File: src/rtl/mem_loader.sv
// mem_loader: assembles a little-endian byte stream into 32-bit words and
// writes them to memory at consecutive addresses, keeping a running 32-bit
// checksum. When the load finishes, it writes a one-byte status word to
// address 0x400 and pulses done_o for one cycle.
//
// Optional feature: define MEM_LOADER_VERIFY_EN to add a readback pass.
// That pass reads every word back, sums the read data and compares the sum
// with the checksum. A mismatch sets error_o and makes the status byte 0xEE.
// Without the macro, WRITE goes straight to DISPLAY, error_o is tied low and
// data_in_i is ignored.
module mem_loader (
  input  logic        clk,
  input  logic        reset_i,
  input  logic        start_i,
  input  logic [9:0]  word_count_i,
  input  logic        byte_valid_i,
  input  logic [7:0]  byte_i,
  output logic        byte_ready_o,
  output logic [31:0] addr_o,
  output logic        we_o,
  output logic [31:0] data_out_o,
  input  logic [31:0] data_in_i,
  output logic        busy_o,
  output logic        done_o,
  output logic        error_o
);

  typedef enum logic [2:0] {
    IDLE    = 3'd0,
    COLLECT = 3'd1,
    WRITE   = 3'd2,
    VERIFY  = 3'd3,
    VFLUSH  = 3'd4,
    DISPLAY = 3'd5,
    DONE    = 3'd6
  } state_t;

  localparam logic [31:0] DISPLAY_ADDR = 32'h0000_0400;

  // Modulo-2^32 accumulate used by both the write checksum and the readback sum.
  function automatic logic [31:0] add32(input logic [31:0] a, input logic [31:0] b);
    return a + b;
  endfunction

  // The status word: 0xEE on a failed readback, otherwise the checksum low byte.
  function automatic logic [31:0] display_word(input logic err, input logic [31:0] sum);
    return {24'h00_0000, (err ? 8'hEE : sum[7:0])};
  endfunction

  state_t      state_r;
  logic [9:0]  count_r;
  logic [9:0]  word_idx_r;
  logic [1:0]  byte_idx_r;
  logic [23:0] word_r;        // bytes 0..2 of the word being assembled
  logic [31:0] checksum_r;

  logic [31:0] new_sum_s;
  logic [9:0]  next_idx_s;
  logic        more_words_s;

`ifdef MEM_LOADER_VERIFY_EN
  logic [9:0]  rd_addr_r;
  logic        rd_pending_r;  // a read was issued last cycle, so data_in_i is valid
  logic [31:0] rb_sum_r;
  logic        error_r;
  logic [31:0] rb_final_s;
  logic        mismatch_s;
  logic        rd_last_s;

  assign error_o = error_r;

  // Readback accumulation and the final compare, including the word landing this cycle.
  always_comb begin
    rb_final_s = add32(rb_sum_r, data_in_i);
    mismatch_s = (rb_final_s != checksum_r);
    rd_last_s  = (rd_addr_r == (count_r - 10'd1));
  end
`else
  logic unused_data_in_s;

  assign error_o          = 1'b0;
  assign unused_data_in_s = ^data_in_i;
`endif

  // Values committed when the WRITE state retires the current word.
  always_comb begin
    new_sum_s    = add32(checksum_r, data_out_o);
    next_idx_s   = word_idx_r + 10'd1;
    more_words_s = (next_idx_s < count_r);
  end

  // Main FSM. Every output is a register, loaded on entry to the state that drives it.
  always_ff @(posedge clk or posedge reset_i) begin
    if (reset_i) begin
      state_r      <= IDLE;
      count_r      <= 10'd0;
      word_idx_r   <= 10'd0;
      byte_idx_r   <= 2'd0;
      word_r       <= 24'h00_0000;
      checksum_r   <= 32'h0000_0000;
      byte_ready_o <= 1'b0;
      we_o         <= 1'b0;
      addr_o       <= 32'h0000_0000;
      data_out_o   <= 32'h0000_0000;
      busy_o       <= 1'b0;
      done_o       <= 1'b0;
`ifdef MEM_LOADER_VERIFY_EN
      rd_addr_r    <= 10'd0;
      rd_pending_r <= 1'b0;
      rb_sum_r     <= 32'h0000_0000;
      error_r      <= 1'b0;
`endif
    end else begin
      case (state_r)
        IDLE: begin
          if (start_i) begin
            count_r    <= word_count_i;
            word_idx_r <= 10'd0;
            byte_idx_r <= 2'd0;
            checksum_r <= 32'h0000_0000;
            busy_o     <= 1'b1;
`ifdef MEM_LOADER_VERIFY_EN
            rb_sum_r   <= 32'h0000_0000;
            error_r    <= 1'b0;
`endif
            if (word_count_i == 10'd0) begin
              // Nothing to load: only the status write happens, and it reports checksum 0.
              state_r    <= DISPLAY;
              we_o       <= 1'b1;
              addr_o     <= DISPLAY_ADDR;
              data_out_o <= display_word(1'b0, 32'h0000_0000);
            end else begin
              state_r      <= COLLECT;
              byte_ready_o <= 1'b1;
            end
          end
        end

        COLLECT: begin
          // If byte_valid_i is low, nothing changes and the load waits.
          if (byte_valid_i && byte_ready_o) begin
            if (byte_idx_r == 2'd3) begin
              // The fourth byte completes the word. Present it straight from the input.
              state_r      <= WRITE;
              byte_ready_o <= 1'b0;
              byte_idx_r   <= 2'd0;
              we_o         <= 1'b1;
              addr_o       <= {22'h00_0000, word_idx_r};
              data_out_o   <= {byte_i, word_r};
            end else begin
              byte_idx_r <= byte_idx_r + 2'd1;
              case (byte_idx_r)
                2'd0:    word_r[7:0]   <= byte_i;
                2'd1:    word_r[15:8]  <= byte_i;
                2'd2:    word_r[23:16] <= byte_i;
                default: word_r        <= word_r;
              endcase
            end
          end
        end

        WRITE: begin
          checksum_r <= new_sum_s;
          word_idx_r <= next_idx_s;
          if (more_words_s) begin
            state_r      <= COLLECT;
            byte_ready_o <= 1'b1;
            we_o         <= 1'b0;
            addr_o       <= 32'h0000_0000;
            data_out_o   <= 32'h0000_0000;
          end else begin
`ifdef MEM_LOADER_VERIFY_EN
            state_r      <= VERIFY;
            rd_addr_r    <= 10'd0;
            rd_pending_r <= 1'b0;
            we_o         <= 1'b0;
            addr_o       <= 32'h0000_0000;
            data_out_o   <= 32'h0000_0000;
`else
            state_r    <= DISPLAY;
            we_o       <= 1'b1;
            addr_o     <= DISPLAY_ADDR;
            data_out_o <= display_word(1'b0, new_sum_s);
`endif
          end
        end

`ifdef MEM_LOADER_VERIFY_EN
        VERIFY: begin
          // data_in_i belongs to the address issued on the previous cycle.
          if (rd_pending_r) begin
            rb_sum_r <= rb_final_s;
          end
          rd_pending_r <= 1'b1;
          if (rd_last_s) begin
            state_r <= VFLUSH;
            addr_o  <= 32'h0000_0000;
          end else begin
            rd_addr_r <= rd_addr_r + 10'd1;
            addr_o    <= {22'h00_0000, rd_addr_r + 10'd1};
          end
        end

        VFLUSH: begin
          rb_sum_r   <= rb_final_s;
          error_r    <= mismatch_s;
          state_r    <= DISPLAY;
          we_o       <= 1'b1;
          addr_o     <= DISPLAY_ADDR;
          data_out_o <= display_word(mismatch_s, checksum_r);
        end
`endif

        DISPLAY: begin
          state_r    <= DONE;
          we_o       <= 1'b0;
          addr_o     <= 32'h0000_0000;
          data_out_o <= 32'h0000_0000;
          done_o     <= 1'b1;
        end

        DONE: begin
          state_r <= IDLE;
          done_o  <= 1'b0;
          busy_o  <= 1'b0;
        end

        default: begin
          state_r      <= IDLE;
          byte_ready_o <= 1'b0;
          we_o         <= 1'b0;
          addr_o       <= 32'h0000_0000;
          data_out_o   <= 32'h0000_0000;
          busy_o       <= 1'b0;
          done_o       <= 1'b0;
        end
      endcase
    end
  end

endmodule

File: config.mk
export PLATFORM = sky130hd
export DESIGN_NAME = mem_loader
export DESIGN_NICKNAME = d
export VERILOG_FILES = /design/src/rtl/mem_loader.sv
export SDC_FILE = /design/constraint.sdc
export NUM_CORES = 1
export LEC_CHECK = 0
export CAP_MARGIN = 0
export CORE_MARGIN = 5
export CORE_UTILIZATION = 40
export CTS_CLUSTER_DIAMETER = 60
export DETAILED_ROUTE_END_ITERATION = 10
export MAX_ROUTING_LAYER = met4
export PLACE_DENSITY = 0.63
export SLEW_MARGIN = 20
export SYNTH_ARGS = -nofsm -noshare
export SYNTH_HDL_FRONTEND = slang
export SYNTH_SLANG_ARGS = --single-unit
File: constraint.sdc
create_clock -name clk -period 6.6 [get_ports clk]
set_input_delay 1.32 -clock clk [delete_from_list [all_inputs] [get_ports clk]]
set_output_delay 1.32 -clock clk [all_outputs]
set_load 0.05 [all_outputs]
==> flow_summary_export.csv, run 1 <==
group,metric,value,unit
routing,wire_per_inst,15.3,um
logic_synthesis,synthMuxAreaShare,0.0573,
grt,busiest_layer,"met2",
timing,fin_crit,3560,ps
pwr,fin_total_pwr,2680,uW
critical_path,critPathLaunchType,"input port",
logic_synthesis,avgSynthCellArea,10.1,um2
routing,vias_per_cell,5.07,
logic_synthesis,synthSimpleGateAreaFrac,0.162,
place,dp_hpwl,7740,um
critical_path,crit_chain,"clkdlybuf4s50_1 -> or4_4 -> nor4_4 -> a211oi_1 -> a221o_1 -> buf_4 -> a221oi_1 -> nor2_1",
layout,num_antenna_cells,0,
floorplanning,die_w,123,um
floorplanning,rows,41,
layout,drive_gt1_frac,0.102,
grt,overflow,0,
logic_synthesis,yosys_warnings,0,
timing,setup_tns,0,ps
floorplanning,die-area,15100,um2
layout,fin_util,0.491,
critical_path,cp_max_fo,45,
grt,grt_pass1_vias,3702,
status,status,"finished clean",
logic_synthesis,synthAdderAreaFrac,0.0556,
logic_synthesis,ys_ff_latch,104,
critical_path,r2r_cells,11,
grt,grt_pass1_wl,18400,um
place,numPortBuffers,68,
clock_tree,root_buffer,"clkbuf_16",
floorplanning,coreArea,12500,um2
logic_synthesis,synth_area,5080,um2
grt,use_met1,0.209,
layout,multi_input_area,2230,um2
clock_tree,clk_pin_slew,80,ps
timing,period_share,0.539,
clock_tree,cts_hold_buffers,0,
routing,drc,0,
routing,drtIter0Drc,224,
layout,area_delta_synth_final,20.8,%
critical_path,r2r_start,"word_idx_r[0]",
clock_tree,cts_tree,"done",
critical_path,crit_path_start,"word_count_i[4]",
floorplanning,pin_count,123,
floorplanning,die_h,123,um
grt,grt_use_met3,0.0502,
pwr,powerDensity,437,nW/um2
timing,hold_viol_final,0,
clock_tree,insertion_delay,350,ps
logic_synthesis,synth_compound_area_frac,0.119,
routing,via_count,3738,
critical_path,cp.arrival,3790,ps
critical_path,path_class,"input port to flop",
clock_tree,cts_max_path_buffers,2,
min_path,hold_depth,2,
timing,rsz0062_at_grt,"no",
timing,clock_skew,10.6,ps
clock_tree,htree_num_levels,3,
routing,routed_wl,11300,um
layout,register_area,2600,um2
routing,firstDrtPassIters,4,
pwr,power_leakage,0.00296,uW
floorplanning,initial_core_util,0.406,
logic_synthesis,synth-xor-area-share,0.0258,
logic_synthesis,synth_top_family_by_area,"simple AND/OR/NAND/NOR gates",
grt,grt_max_degree,74,
timing,setup_viol,0,
logic_synthesis,yosysSeqAreaShare,0.512,
clock_tree,cts_buffers,9,
timing,timing.fmax,0.281,GHz
routing,ant_nets,0,
clock_tree,cts_resized,0,
timing,whs,468,ps
grt,use_met2,0.250,
critical_path,slowest_stage,"or4_4",
grt,grt_usage,0.161,
flow_run,drv_cap,0,
clock_tree,cts_sinks,104,
critical_path,crit_required,6840,ps
timing,worstMarginPinSlew,950,ps
logic_synthesis,postSynthCellCount,502,
min_path,hold_path.class,"flop to flop",
layout,nNetsFinal,637,
layout,fill_cells,1195,
critical_path,worstSetupEndpointType,"flop",
grt,antenna_found_initial,0,
min_path,min_from,"data_out_o[28]",
critical_path,critPathMaxStageDelay,550,ps
logic_synthesis,ys_types,49,
pwr,peakVddDrop,288,uV
timing,relSlewSlack,0.363,
timing,slew_viol_final,0,
clock_tree,post_cts_buffers,0,
place,gp_congestion,0.813,
==> per-layer routing <==
metal | up-vias | wire [um]
li1 | 1812 | -
met1 | 1838 | 5260
met2 | 84 | 5400
met3 | 4 | 569
met4 | 0 | 62
met5 | - | 0
==> worst paths after layout <==
path,end,slack (ps)
setup reg to reg,we_o,3340
hold reg to reg,data_out_o[28],470
hold / removal,data_out_o[28],470
max in group asynchronous,word_r[7],4030
min in group asynchronous,data_out_o[19],1310
setup / recovery,data_out_o[2],3040
==> worst max-delay path, delay by kind of cell <==
kind                   cells  cell delay [ps]
AND/OR/NAND/NOR            3              990
AO/OA/AOI/OAI              3              760
buffers and inverters      2              690
==> kinds of logic after synthesis <==
group / count (synthesis)
fa+ha+maj: 22
mux: 26
compound gates: 88
flops: 104
simple gates: 185
buf+inv: 61
xor+xnor: 15
other cells: 1
==> flip-flops by register name, indices dropped and copies added (netlist names) <==
register	cells
word_r	24
state_r	3
byte_idx_r	2
count_r	10
word_idx_r	10
byte_ready_o	1
busy_o	1
checksum_r	8
data_out_o	32
done_o	1
we_o	1
addr_o	11
==> synthesized netlist by cell type, drive strengths merged <==
cell type / n / area [um2]
a211o: 1 / 8.76
a311o: 1 / 10.0
dfrtp: 104 / 2600
xnor2: 10 / 87.6
a31oi: 1 / 6.26
o21ai: 30 / 158
o31ai: 2 / 15.0
and2: 2 / 12.5
nor2b: 5 / 31.3
and4: 1 / 8.76
a31o: 1 / 8.76
a22oi: 2 / 15.0
a22o: 13 / 114
inv: 14 / 52.6
conb: 1 / 3.75
mux2: 25 / 282
fa: 1 / 20.0
o221ai: 1 / 8.76
o21a: 3 / 22.5
or2: 2 / 12.5
buf: 32 / 235
a21o: 6 / 45.0
nor4: 1 / 21.3
nand2: 98 / 368
xor2: 5 / 43.8
or4: 2 / 18.8
a211oi: 2 / 15.0
nor2: 25 / 93.8
a221o: 1 / 10.0
o22ai: 1 / 6.26
nor3: 3 / 20.0
clkbuf: 15 / 56.3
a221oi: 4 / 41.3
a311oi: 2 / 17.5
a32oi: 5 / 43.8
nand3: 41 / 205
mux2i: 1 / 10.0
a21oi: 12 / 60.1
ha: 21 / 263
nand2b: 1 / 6.26
and3: 4 / 25.0
==> per-stage QoR <==
step                      instance area [um2]  instances  setup slack, ps
final                                    6140        738             3040
after global routing                     6140        738             2870
after CTS                                6140        738             3020
after detailed placement                 5830        722             2640
after global placement                   5830        722             2670
after floorplan                          5160        523             2550
==> power by group <==
part	switching, uW	internal, uW	total, uW
sequential	138	851	988
clock	253	304	556
combinational	740	398	1140
==> layout make-up <==
cell class / instances / area share
Multi-Input combinational cell: 358 / 0.363
Inverter: 14 / 0.00896
Sequential cell: 104 / 0.424
Clock buffer: 9 / 0.0367
Clock inverter: 7 / 0.0141
Tap cell: 172 / 0.0350
Timing Repair Buffer: 74 / 0.118
==> layout by cell type, fill, tap and decap left out, types with 2 or more instances in the layout <==
cell type,synthesis,final
a32oi_1,5,5
a21o_1,6,6
a221oi_1,3,3
o21ai_2,2,2
clkbuf_16,0,9
dfrtp_1,104,104
and2_1,2,2
xor2_1,5,5
inv_1,14,13
conb_1,1,22
mux2_2,25,25
inv_8,0,3
nor2_1,25,25
nor2b_1,5,4
a21oi_1,12,12
ha_1,21,21
nand3_1,41,41
o21ai_0,26,25
xnor2_1,10,10
and3_1,4,4
buf_4,23,6
o21a_1,3,3
a311oi_1,2,2
nor3_1,2,2
or2_2,2,2
clkdlybuf4s50_1,0,68
o31ai_1,2,2
a211oi_1,2,2
o21ai_1,2,3
nand2_1,98,98
a22o_1,13,13
a22oi_1,2,2
Note: power is estimated with default switching activity, not from simulation.
==> run 2: changes to the inputs <==
PLACE_DENSITY = 0.65   (was 0.63)
clock period = 2.85 ns   (was 6.6 ns; I/O delays follow)
==> run 2 against run 1 <==
Clock power grew 120%. Die area is the same. Hold slack better by 1.7 ps. Cell count increased by 3.3%. Total power grew 140%. Wire length rose by 6.7%. Critical endpoint is now data_out_o[4]. Largest power group unchanged.
==> flow_summary_export.csv, run 2 (synthesis gave the netlist of run 1 again) <==
group,metric,value,unit
status,status,"finished clean",
routing,drc,0,
layout,reg.largest.list,"data_out_o: 32 flops, word_r: 24 flops, addr_o: 11 flops",
pwr,power_leakage,0.00311,uW
clock_tree,htree_num_levels,3,
critical_path,slowest_stage,"dfrtp_1",
grt,grt_pass1_vias,3972,
critical_path,cp.arrival,3060,ps
layout,final_cell_mix,"104 x dfrtp_1, 98 x nand2_1, 68 x clkdlybuf4s50_1, 39 x nand3_1",
routing,top_layer,"met4",
timing,clock_skew,8.43,ps
critical_path,critPathLaunchType,"flop",
timing,timing.fmax,0.355,GHz
timing,setup_tns,0,ps
place,numPortBuffers,68,
timing,slew_viol_final,0,
timing,fin_crit,2810,ps
clock_tree,cts_tree,"done",
routing,dr_wl_met3,733,um
clock_tree,cts_sinks,104,
place,dp_hpwl,8070,um
min_path,hold_path.class,"flop to flop",
routing,firstDrtPassIters,4,
pwr,peakVddDrop,578,uV
critical_path,cp_common_cell,"and3_4",
layout,multi_input_area,2330,um2
critical_path,worstSetupEndpointType,"flop",
critical_path,critPathMaxStageDelay,400,ps
layout,area_delta_synth_final,26.7,%
routing,vias_per_cell,5.13,
routing,drtIter0Drc,177,
routing,ant_nets,0,
clock_tree,cts_max_path_buffers,2,
routing,wl_met2,5710,um
grt,grt_max_degree,105,
layout,nNetsFinal,661,
layout,register_area,2600,um2
layout,drive_gt1_frac,0.168,
floorplanning,die_h,123,um
grt,overflow,0,
timing,rsz0062_at_grt,"yes",
clock_tree,insertion_delay,360,ps
critical_path,cp_max_fo,6,
clock_tree,root_buffer,"clkbuf_16",
layout,regMostFlops,"data_out_o",
critical_path,crit_required,3090,ps
timing,whs,470,ps
layout,num_antenna_cells,0,
timing,hold_viol_final,0,
floorplanning,die_w,123,um
pwr,powerDensity,984,nW/um2
critical_path,path_class,"flop to flop",
floorplanning,rows,41,
floorplanning,coreArea,12500,um2
grt,grt_pass1_wl,19700,um
clock_tree,clk_pin_slew,80,ps
clock_tree,cts_buffers,9,
place,gp_congestion,0.812,
layout,fill_cells,1137,
flow_run,drv_cap,0,
layout,mostFrequentLayoutCell,"dfrtp_1",
floorplanning,initial_core_util,0.406,
grt,antenna_found_initial,0,
timing,worstMarginPinSlew,558,ps
routing,wire_per_inst,15.8,um
timing,relSlewSlack,0.628,
timing,period_share,0.987,
timing,setup_viol,0,
routing,routed_wl,12000,um
critical_path,crit_chain,"and3_4 -> and3_4 -> and3_4 -> nand3_2 -> xnor2_2 -> ha_1 -> and4_4 -> a221oi_2 -> o21ai_2 -> buf_6 -> a221oi_2 -> nor2_1",
routing,via_count,3912,
layout,largest_reg_flops,32,
grt,grt_usage,0.171,
floorplanning,die-area,15100,um2
floorplanning,pin_count,123,
routing,wl_met1,5300,um
==> run 2: power by group <==
part / internal (uW) / switching (uW) / total [uW]
clock network: 620 / 612 / 1230
registers: 1970 / 327 / 2300
logic: 1030 / 1780 / 2810
total: 3620 / 2720 / 6340
==> run 2: per-stage QoR <==
stage / area, um2 / instances / power, uW / setup WS (ps) / util
after detailed placement: 6030 / 743 / 5060 / -303 / 0.481
after global routing: 6440 / 762 / 6710 / -106 / 0.515
after floorplan: 5170 / 523 / 4160 / 45.0 / -
after global placement: 6030 / 743 / 4970 / -273 / 0.481
final: 6440 / 762 / 6340 / 36.2 / 0.515
after CTS: 6350 / 760 / 6330 / 1.50 / 0.508
==> run 2: layout make-up <==
class / count / area share
Inverter: 14 / 0.00874
Clock inverter: 6 / 0.00951
Sequential cell: 104 / 0.404
Multi-Input combinational cell: 358 / 0.361
Timing Repair Buffer: 98 / 0.148
Tap cell: 172 / 0.0334
Clock buffer: 10 / 0.0355
==> run 2: path summary, 6_finish.rpt <==
kind | startpoint | cells after the start | slack (ps) | end
worst max-delay path | word_idx_r[0] | 12 | 40 | data_out_o[4]
worst min-delay path | addr_o[3] | 2 | 470 | addr_o[3]
worst max register to register | word_idx_r[0] | 12 | 40 | data_out_o[4]
worst min register to register | addr_o[3] | 2 | 470 | addr_o[3]
max in group asynchronous | reset_i | 3 | 1720 | count_r[2]
min in group asynchronous | reset_i | 3 | 700 | count_r[0]
==> run 2: repair_timing <==
item / in CTS / in global routing
buffers inserted: 1 / 1
hold buffers: 0 / 0
cloned: 0 / 1
pin swaps: 0 / 12
resized for setup: 8 / 18
endpoints found under the setup margin: 12 / 14
==> run 2: layer usage <==
| metal | up-vias | GRT usage |
|---|---|---|
| li1 | 1856 | - |
| met5 | - | - |
| met2 | 101 | 0.258 |
| met3 | 21 | 0.0456 |
| met4 | 0 | 0.0693 |
| met1 | 1934 | 0.220 |
==> run 2: critical path, delay by kind of cell (launching register included) <==
kind,cells,cell delay (ps)
and+or+nand+nor,6,970
AOI/OAI and AO/OA,3,650
DFF,1,400
adders and majority gates,1,330
xor gates and xnor gates,1,170
buffers and inverters,1,170
